==> config.mk <==
export PLATFORM = sky130hd
export DESIGN_NAME = sqroot_seq_flat
export DESIGN_NICKNAME = d
export VERILOG_FILES = /design/src/rtl/sqroot_seq_if.sv /design/src/rtl/sqroot_seq.sv /design/src/flat_wrapper.sv
export SDC_FILE = /design/constraint.sdc
export NUM_CORES = 1
export LEC_CHECK = 0
export CAP_MARGIN = 15
export CORE_ASPECT_RATIO = 0.7
export CORE_MARGIN = 2
export CORE_UTILIZATION = 57
export DETAILED_ROUTE_END_ITERATION = 10
export PLACE_DENSITY_LB_ADDON = 0.2
export SETUP_SLACK_MARGIN = 0.15
export SLEW_MARGIN = 0
export SYNTH_ARGS = -nofsm -noshare
export SYNTH_HDL_FRONTEND = slang
export SYNTH_SLANG_ARGS = --single-unit
==> constraint.sdc <==
create_clock -name clk -period 3.5 [get_ports clk]
set_input_delay 0.35 -clock clk [delete_from_list [all_inputs] [get_ports clk]]
set_output_delay 0.35 -clock clk [all_outputs]
set_load 0.01 [all_outputs]
==> src/rtl/sqroot_seq_if.sv <==
// Valid/ready bundle for sqroot_seq: argument channel in, result channel out.
interface sqroot_seq_if #(
  parameter int NBITS = 8
);
  logic             in_valid;
  logic             in_ready;
  logic [NBITS-1:0] arg;
  logic             roundup;
  logic             out_valid;
  logic             out_ready;
  logic [NBITS/2:0] sqroot;
  logic [NBITS/2:0] remainder;

  modport master (
    output in_valid, arg, roundup, out_ready,
    input  in_ready, out_valid, sqroot, remainder
  );

  modport slave (
    input  in_valid, arg, roundup, out_ready,
    output in_ready, out_valid, sqroot, remainder
  );
endinterface

==> src/rtl/sqroot_seq.sv <==
// Sequential integer square root, one root bit per clock (restoring recurrence),
// with optional round-to-nearest applied in a final ROUND cycle.
module sqroot_seq #(
  parameter int NBITS = 8
) (
  input  logic         clk,
  input  logic         rst,
  sqroot_seq_if.slave  bus
);
  localparam int unsigned H  = NBITS / 2;
  localparam int unsigned CW = (H > 1) ? $clog2(H) : 1;

  typedef enum logic [1:0] {IDLE, CALC, ROUND, DONE} state_e;

  state_e           state_q, state_d;
  logic [NBITS-1:0] arg_q, arg_d;
  logic             rnd_q, rnd_d;
  logic [H:0]       rem_q, rem_d;
  logic [H-1:0]     root_q, root_d;
  logic [CW-1:0]    cnt_q, cnt_d;
  logic [H:0]       sqroot_q, sqroot_d;
  logic [H:0]       remainder_q, remainder_d;

  logic [1:0]       pair;
  logic [H+2:0]     cand;
  logic [H+2:0]     sub;
  logic [H:0]       diff;
  logic             take;
  logic             inc;

  always_comb begin
    state_d     = state_q;
    arg_d       = arg_q;
    rnd_d       = rnd_q;
    rem_d       = rem_q;
    root_d      = root_q;
    cnt_d       = cnt_q;
    sqroot_d    = sqroot_q;
    remainder_d = remainder_q;

    pair = arg_q[NBITS-1 -: 2];
    cand = {rem_q, pair};
    sub  = {1'b0, root_q, 2'b01};
    // Sign test of the full-width trial done as a compare; a kept difference
    // is bounded by 2*root, so its low H+1 bits are exact.
    take = (cand >= sub);
    diff = cand[H:0] - sub[H:0];
    inc  = rnd_q & (rem_q > {1'b0, root_q});

    case (state_q)
      IDLE: begin
        if (bus.in_valid) begin
          arg_d   = bus.arg;
          rnd_d   = bus.roundup;
          rem_d   = '0;
          root_d  = '0;
          cnt_d   = CW'(H - 1);
          state_d = CALC;
        end
      end
      CALC: begin
        if (take) begin
          rem_d  = diff;
          root_d = {root_q[H-2:0], 1'b1};
        end else begin
          rem_d  = cand[H:0];
          root_d = {root_q[H-2:0], 1'b0};
        end
        arg_d = arg_q << 2;
        if (cnt_q == '0) begin
          state_d = ROUND;
        end else begin
          cnt_d = cnt_q - 1'b1;
        end
      end
      ROUND: begin
        sqroot_d    = {1'b0, root_q} + {{H{1'b0}}, inc};
        remainder_d = rem_q;
        state_d     = DONE;
      end
      DONE: begin
        if (bus.out_ready) begin
          state_d = IDLE;
        end
      end
      default: state_d = IDLE;
    endcase
  end

  always_ff @(posedge clk) begin
    if (rst) begin
      state_q     <= IDLE;
      arg_q       <= '0;
      rnd_q       <= 1'b0;
      rem_q       <= '0;
      root_q      <= '0;
      cnt_q       <= '0;
      sqroot_q    <= '0;
      remainder_q <= '0;
    end else begin
      state_q     <= state_d;
      arg_q       <= arg_d;
      rnd_q       <= rnd_d;
      rem_q       <= rem_d;
      root_q      <= root_d;
      cnt_q       <= cnt_d;
      sqroot_q    <= sqroot_d;
      remainder_q <= remainder_d;
    end
  end

  assign bus.in_ready  = (state_q == IDLE);
  assign bus.out_valid = (state_q == DONE);
  assign bus.sqroot    = sqroot_q;
  assign bus.remainder = remainder_q;
endmodule

==> src/flat_wrapper.sv <==
// flat-port wrapper written by rule: the top's interface ports become plain ports
module sqroot_seq_flat 
#(
  parameter int NBITS = 8
)
  (clk, rst, bus_in_valid, bus_arg, bus_roundup, bus_out_ready, bus_in_ready, bus_out_valid, bus_sqroot, bus_remainder);
  sqroot_seq_if #(.NBITS(NBITS)) bus_i ();
  input  logic clk;
  input  logic rst;
  input wire logic [$bits(bus_i.in_valid)-1:0] bus_in_valid;
  input wire logic [$bits(bus_i.arg)-1:0] bus_arg;
  input wire logic [$bits(bus_i.roundup)-1:0] bus_roundup;
  input wire logic [$bits(bus_i.out_ready)-1:0] bus_out_ready;
  output wire logic [$bits(bus_i.in_ready)-1:0] bus_in_ready;
  output wire logic [$bits(bus_i.out_valid)-1:0] bus_out_valid;
  output wire logic [$bits(bus_i.sqroot)-1:0] bus_sqroot;
  output wire logic [$bits(bus_i.remainder)-1:0] bus_remainder;
  assign bus_i.in_valid = bus_in_valid;
  assign bus_i.arg = bus_arg;
  assign bus_i.roundup = bus_roundup;
  assign bus_i.out_ready = bus_out_ready;
  assign bus_in_ready = bus_i.in_ready;
  assign bus_out_valid = bus_i.out_valid;
  assign bus_sqroot = bus_i.sqroot;
  assign bus_remainder = bus_i.remainder;
  sqroot_seq #(.NBITS(NBITS)) u_core (.clk(clk), .rst(rst), .bus(bus_i));
endmodule
# After elaboration in Yosys (flattened, before gate mapping)
# Cells that the tools add are included.
[word_totals] reg_bits=32 latchBits=0 romBits=0 output_inout_bits=12 memories=0 elab_cells=43 mem_bits_rw=0 input_bits=13
[classes] shifts=0 n_eq_ne=7 n_lt_le_gt_ge=2 n_bitwise=1 n_mux=15 n_reduce_logical=7 addsub=3 div_mod_pow=0 multipliers=0
[op_table] cell="$pmux 8 s2" count=1
[op_table] cell="$mux 2" count=5
[op_table] cell="$mux 5" count=2
[op_table] cell="$pmux 5 s2" count=1
[op_table] cell="$mux 8" count=1
[op_table] cell="$pmux 2 s4" count=1
[op_table] cell="$pmux 4 s2" count=1
[op_table] cell="$ge 7x6->1" count=1
[op_table] cell="$ne 2x2->1 const B" count=3
[op_table] cell="$reduce_and 3->1" count=2
[op_table] cell="$add 4x1->5" count=1
[op_table] cell="$gt 5x4->1" count=1
[op_table] cell="$sub 5x5->5" count=1
[op_table] cell="$eq 2x2->1 const B" count=2
[op_table] cell="$logic_not 2->1" count=2
[op_table] cell="$mux 4" count=1
[op_table] cell="$pmux 2 s2" count=1
[op_table] cell="$reduce_and 2->1" count=2
[op_table] cell="$eq 2x1->1 const B" count=1
[op_table] cell="$ne 2x1->1 const B" count=1
[op_table] cell="$reduce_bool 2->1" count=1
[op_table] cell="$sub 2x1->2 const B" count=1
[op_table] cell="$and 1x1->1" count=1
[op_table] cell="$mux 1" count=1

# Depth between registers and ports, before layout
[logic_depth] ltp_word=3 ltp_mapped=10 depth_no_buf=10

# Worst setup path after synthesis
# Ideal clock, no wire load.
[synth_timing] path_type="register -> register" start="register u_core.root_q[2]" end="register u_core.sqroot_q[2] (netlist: u_core.bus.sqroot[2])" path_stages_with_launch=11 synth_period_minus_slack_ns=2.366 n_path_buf=0 required_time_ns=3.414 setup_time_ns=0.086 slack_ns=1.134 t_arrival_ns=2.280 cell_sequence="dfxtp_1 > inv_1 > ha_1 > a21o_1 > a211oi_4 > o21ai_0 > and3_1 > ha_1 > ha_1 > xnor2_1 > a211oi_1"
[synth_via] elab_chain_len=3
[synth_lines] item="start: declaration" line="sqroot_seq.sv:19" rtl="logic [H-1:0] root_q, root_d;"
[synth_lines] item="start signal: assignment" line="sqroot_seq.sv:105" rtl="root_q <= root_d;"
[synth_lines] item="$gt 5x4->1" line="sqroot_seq.sv:48" rtl="inc = rnd_q & (rem_q > {1'b0, root_q});"
[synth_lines] item="$and 1x1->1" line="sqroot_seq.sv:48"
[synth_lines] item="$add 4x1->5 (*)" line="sqroot_seq.sv:77" rtl="sqroot_d = {1'b0, root_q} + {{H{1'b0}}, inc};"
[synth_lines] item="end signal: assignment" line="sqroot_seq.sv:107" rtl="sqroot_q <= sqroot_d;"
[synth_lines] item="end: declaration" line="sqroot_seq.sv:21" rtl="logic [H:0] sqroot_q, sqroot_d;"
# Mark *: on every way between the ends. The rest lies on a longest branch, timed or not.
# A chain may end at the register's enable or synchronous reset.

# Worst setup path after layout
# Same ends and word-level chain as after synthesis.

==> impl_metrics.csv <==
group,metric,value,unit
run_status,status,"finished, final reports clean",
route,vias,1317,
synthesis,synth_edf_count,0,
synthesis,syn_area,1620,sq um
route,wl,3470,um
clocking,holdBufCountCts,0,
timing,min_period_over_period,0.757,
route,drtAntennaViolNets,0,
grt,antenna_found_initial,0,
pwr,ir_worst_vdd,584,uV
timing,setup_violations,0,
synthesis,ys_ff_latch,32,
pwr,power.internal,1.12,mW
final_layout,syn_to_final_growth,22.8,%
critical_path,path_depth,10,
route,wl_per_cell,14.5,um
critical_path,cp_max_fo,6,
floorplanning,initial_core_util,0.589,
pwr,swShare,0.419,
clocking,cts_tree,"done",
timing,slew_viol_final,0,
clocking,cts_buffers,5,
critical_path,critPathTopFamily,"compound AO/OA/AOI/OAI gates",
critical_path,r2r_cells,10,
grt,grt_pass1_vias,1297,
route,drcViolationCount,0,
floorplanning,core-area,2740,sq um
critical_path,setup.worst_path.class,"flip-flop to flip-flop",
timing,fmax,377,MHz
pwr,p_total,1.92,mW
pwr,seq_power_share,0.291,
grt,grt.total_usage,0.242,
synthesis,syn_avg_cell_area,9.18,sq um
critical_path,arrival,2840,ps
critical_path,path_cells,"inv_1 > ha_1 > a21o_1 > a211oi_4 > o21ai_0 > and3_1 > ha_1 > ha_1 > xnor2_1 > a211oi_1",
pwr,comb_power_share,0.559,
place,gp_congestion,0.923,
min_path,min_from,"u_core.rnd_q",
critical_path,cp_data_required_time,3690,ps
critical_path,critPathBufInv,1,
final_layout,final_common_cell,"dfxtp_1",
pwr,clock_power_share,0.150,
critical_path,startpoint_type,"flip-flop",
grt,grt_pass1_wl,5870,um
critical_path,timing.rr.end,"u_core.bus.sqroot[2]",
clocking,cts_max_path_buffers,2,
clocking,ctsRootBufferMaster,"clkbuf_8",
timing,clock_skew,9.05,ps
critical_path,r2r-start,"u_core.root_q[2]",
clocking,cts_max_level,2,
timing,maxSlewHeadroom,0.580,
critical_path,worstSetupStartpoint,"u_core.root_q[2]",
synthesis,yosysWarningCount,0,
place,port_buffers,24,
route,vias_per_cell,5.49,
final_layout,final_nets,230,
clocking,clk_latency,280,ps
clocking,cts_setup_buffers,0,
critical_path,cp-endpoint,"u_core.bus.sqroot[2]",
synthesis,syn-num-nets,203,
final_layout,drive_gt1_frac,0.0637,
route,dr.pass1.iters,5,
job,cap_violations,0,
final_layout,n_antenna_cell,0,
floorplanning,die_h,48.6,um
synthesis,yosysUniqueCellTypes,33,
pwr,leakagePower,0.807,nW
floorplanning,rows,16,
floorplanning,die_x,67.7,um
synthesis,seq_area_frac_synth,0.396,
timing,hold_viol,0,
timing,rsz0062_at_grt,"false",
clocking,cts_sinks,32,
place,dp_hpwl,2570,um
timing,period_minus_slack,2650,ps
final_layout,layout_common_cells,"32 x dfxtp_1, 30 x nor2_1, 24 x clkdlybuf4s50_1",
critical_path,reg2reg_setup_slack,850,ps
synthesis,synthFlopType,"dfxtp_1",
route,drtIter0Drc,63,
pwr,switching_power,0.806,mW
critical_path,crit_path_end_kind,"flip-flop",
floorplanning,die-area,3280,sq um
synthesis,synth_cells,176,
clocking,cts-resized-gates,0,
critical_path,cpMostUsedCell,"ha_1",
floorplanning,design.portCount,25,
clocking,clkSlewWorstSetupHoldPaths,60,ps
synthesis,synthArstFlopShare,0,
timing,tns,0,ps
pwr,p_per_area,970,nW/um^2
grt,grt_overflow,0,
grt,grt_max_degree,30,
timing,worst_slew_pin_slew,629,ps
min_path,hp-class,"flip-flop to flip-flop",
critical_path,critPathSlowestCell,"dfxtp_1",
critical_path,max_stage_delay,440,ps
## tightest hold or removal path, stage by stage, from the launching register on
cell,delay [ps]
dfxtp_1,300
nand2_1,50
a21oi_1,50
## metrics by stage
stage                      util  instance area (sq um)  instances  worst slack (ps)  hold WS [ps]
after floorplan               -                   1620        176              1130           432
after global placement    0.690                   1890        232              1060           456
after detailed placement  0.690                   1890        232               921           460
after CTS                 0.724                   1980        240               872           462
after global routing      0.724                   1980        240               666           496
final                     0.724                   1980        240               851           456
## sequential cells by signal, summed over array words and instances, names as in the netlist
signal / flops
u_core.rnd_q: 1
u_core.bus.sqroot: 5
u_core.root_q: 4
u_core.rem_q: 5
u_core.arg_q: 8
u_core.state_q: 2
u_core.cnt_q: 2
u_core.bus.remainder: 5
## cell families after synthesis
group / synth area share
mux: 0.108
compound gates: 0.168
simple gates: 0.144
fa+ha+maj: 0.108
buf+inv: 0.0480
xor+xnor: 0.0271
flops: 0.396
## synthesized netlist by cell type (3+ instances only)
| master | instances | area (sq um) |
|---|---|---|
| clkbuf_1 | 3 | 11.3 |
| nand2_1 | 6 | 22.5 |
| o21ai_0 | 3 | 15.0 |
| nor2_1 | 30 | 113 |
| a211oi_1 | 9 | 67.6 |
| nand2b_1 | 4 | 25.0 |
| mux2i_1 | 16 | 160 |
| dfxtp_1 | 32 | 641 |
| a21oi_1 | 6 | 30.0 |
| ha_1 | 14 | 175 |
| a22oi_1 | 6 | 45.0 |
| xnor2_1 | 3 | 26.3 |
| nand3_1 | 3 | 15.0 |
| inv_1 | 14 | 52.6 |
| a22o_1 | 4 | 35.0 |
## per-layer routing
layer	global-route usage	share of wire	vias to the layer above
met2	0.381	0.48	37
met5	0	0	-
li1	-	-	668
met3	0.0721	0.049	7
met4	0.0986	0.018	0
met1	0.306	0.45	605
## area by class of cell
cell class	count	area, sq um
sequential	32	641
multi-input combinational	124	898
fill	203	758
tap	36	45.0
clock inverter	2	10.0
timing repair buffer	26	255
inverter	14	52.6
clock buffer	6	82.6
## worst min-delay path by stage
| stage | endpoint | slack [ps] | cells after the start |
|---|---|---|---|
| after global placement | u_core.rnd_q | 460 | 2 |
| final | u_core.rnd_q | 460 | 2 |
| after floorplan | u_core.rnd_q | 430 | 2 |
| after detailed placement | u_core.rnd_q | 460 | 2 |
| after CTS | u_core.rnd_q | 460 | 2 |
| after global routing | u_core.rnd_q | 500 | 2 |
## power by group through the flow
stage               sequential, mW  clock [mW]  combinational [mW]
CTS                          0.561       0.292                1.07
finish                       0.561       0.288                1.08
floorplan                    0.547           0               0.829
global placement             0.560           0                1.01
detailed placement           0.569           0                1.05
global route                 0.575       0.307                1.19
No activity file was read; power rests on OpenSTA's default activity.
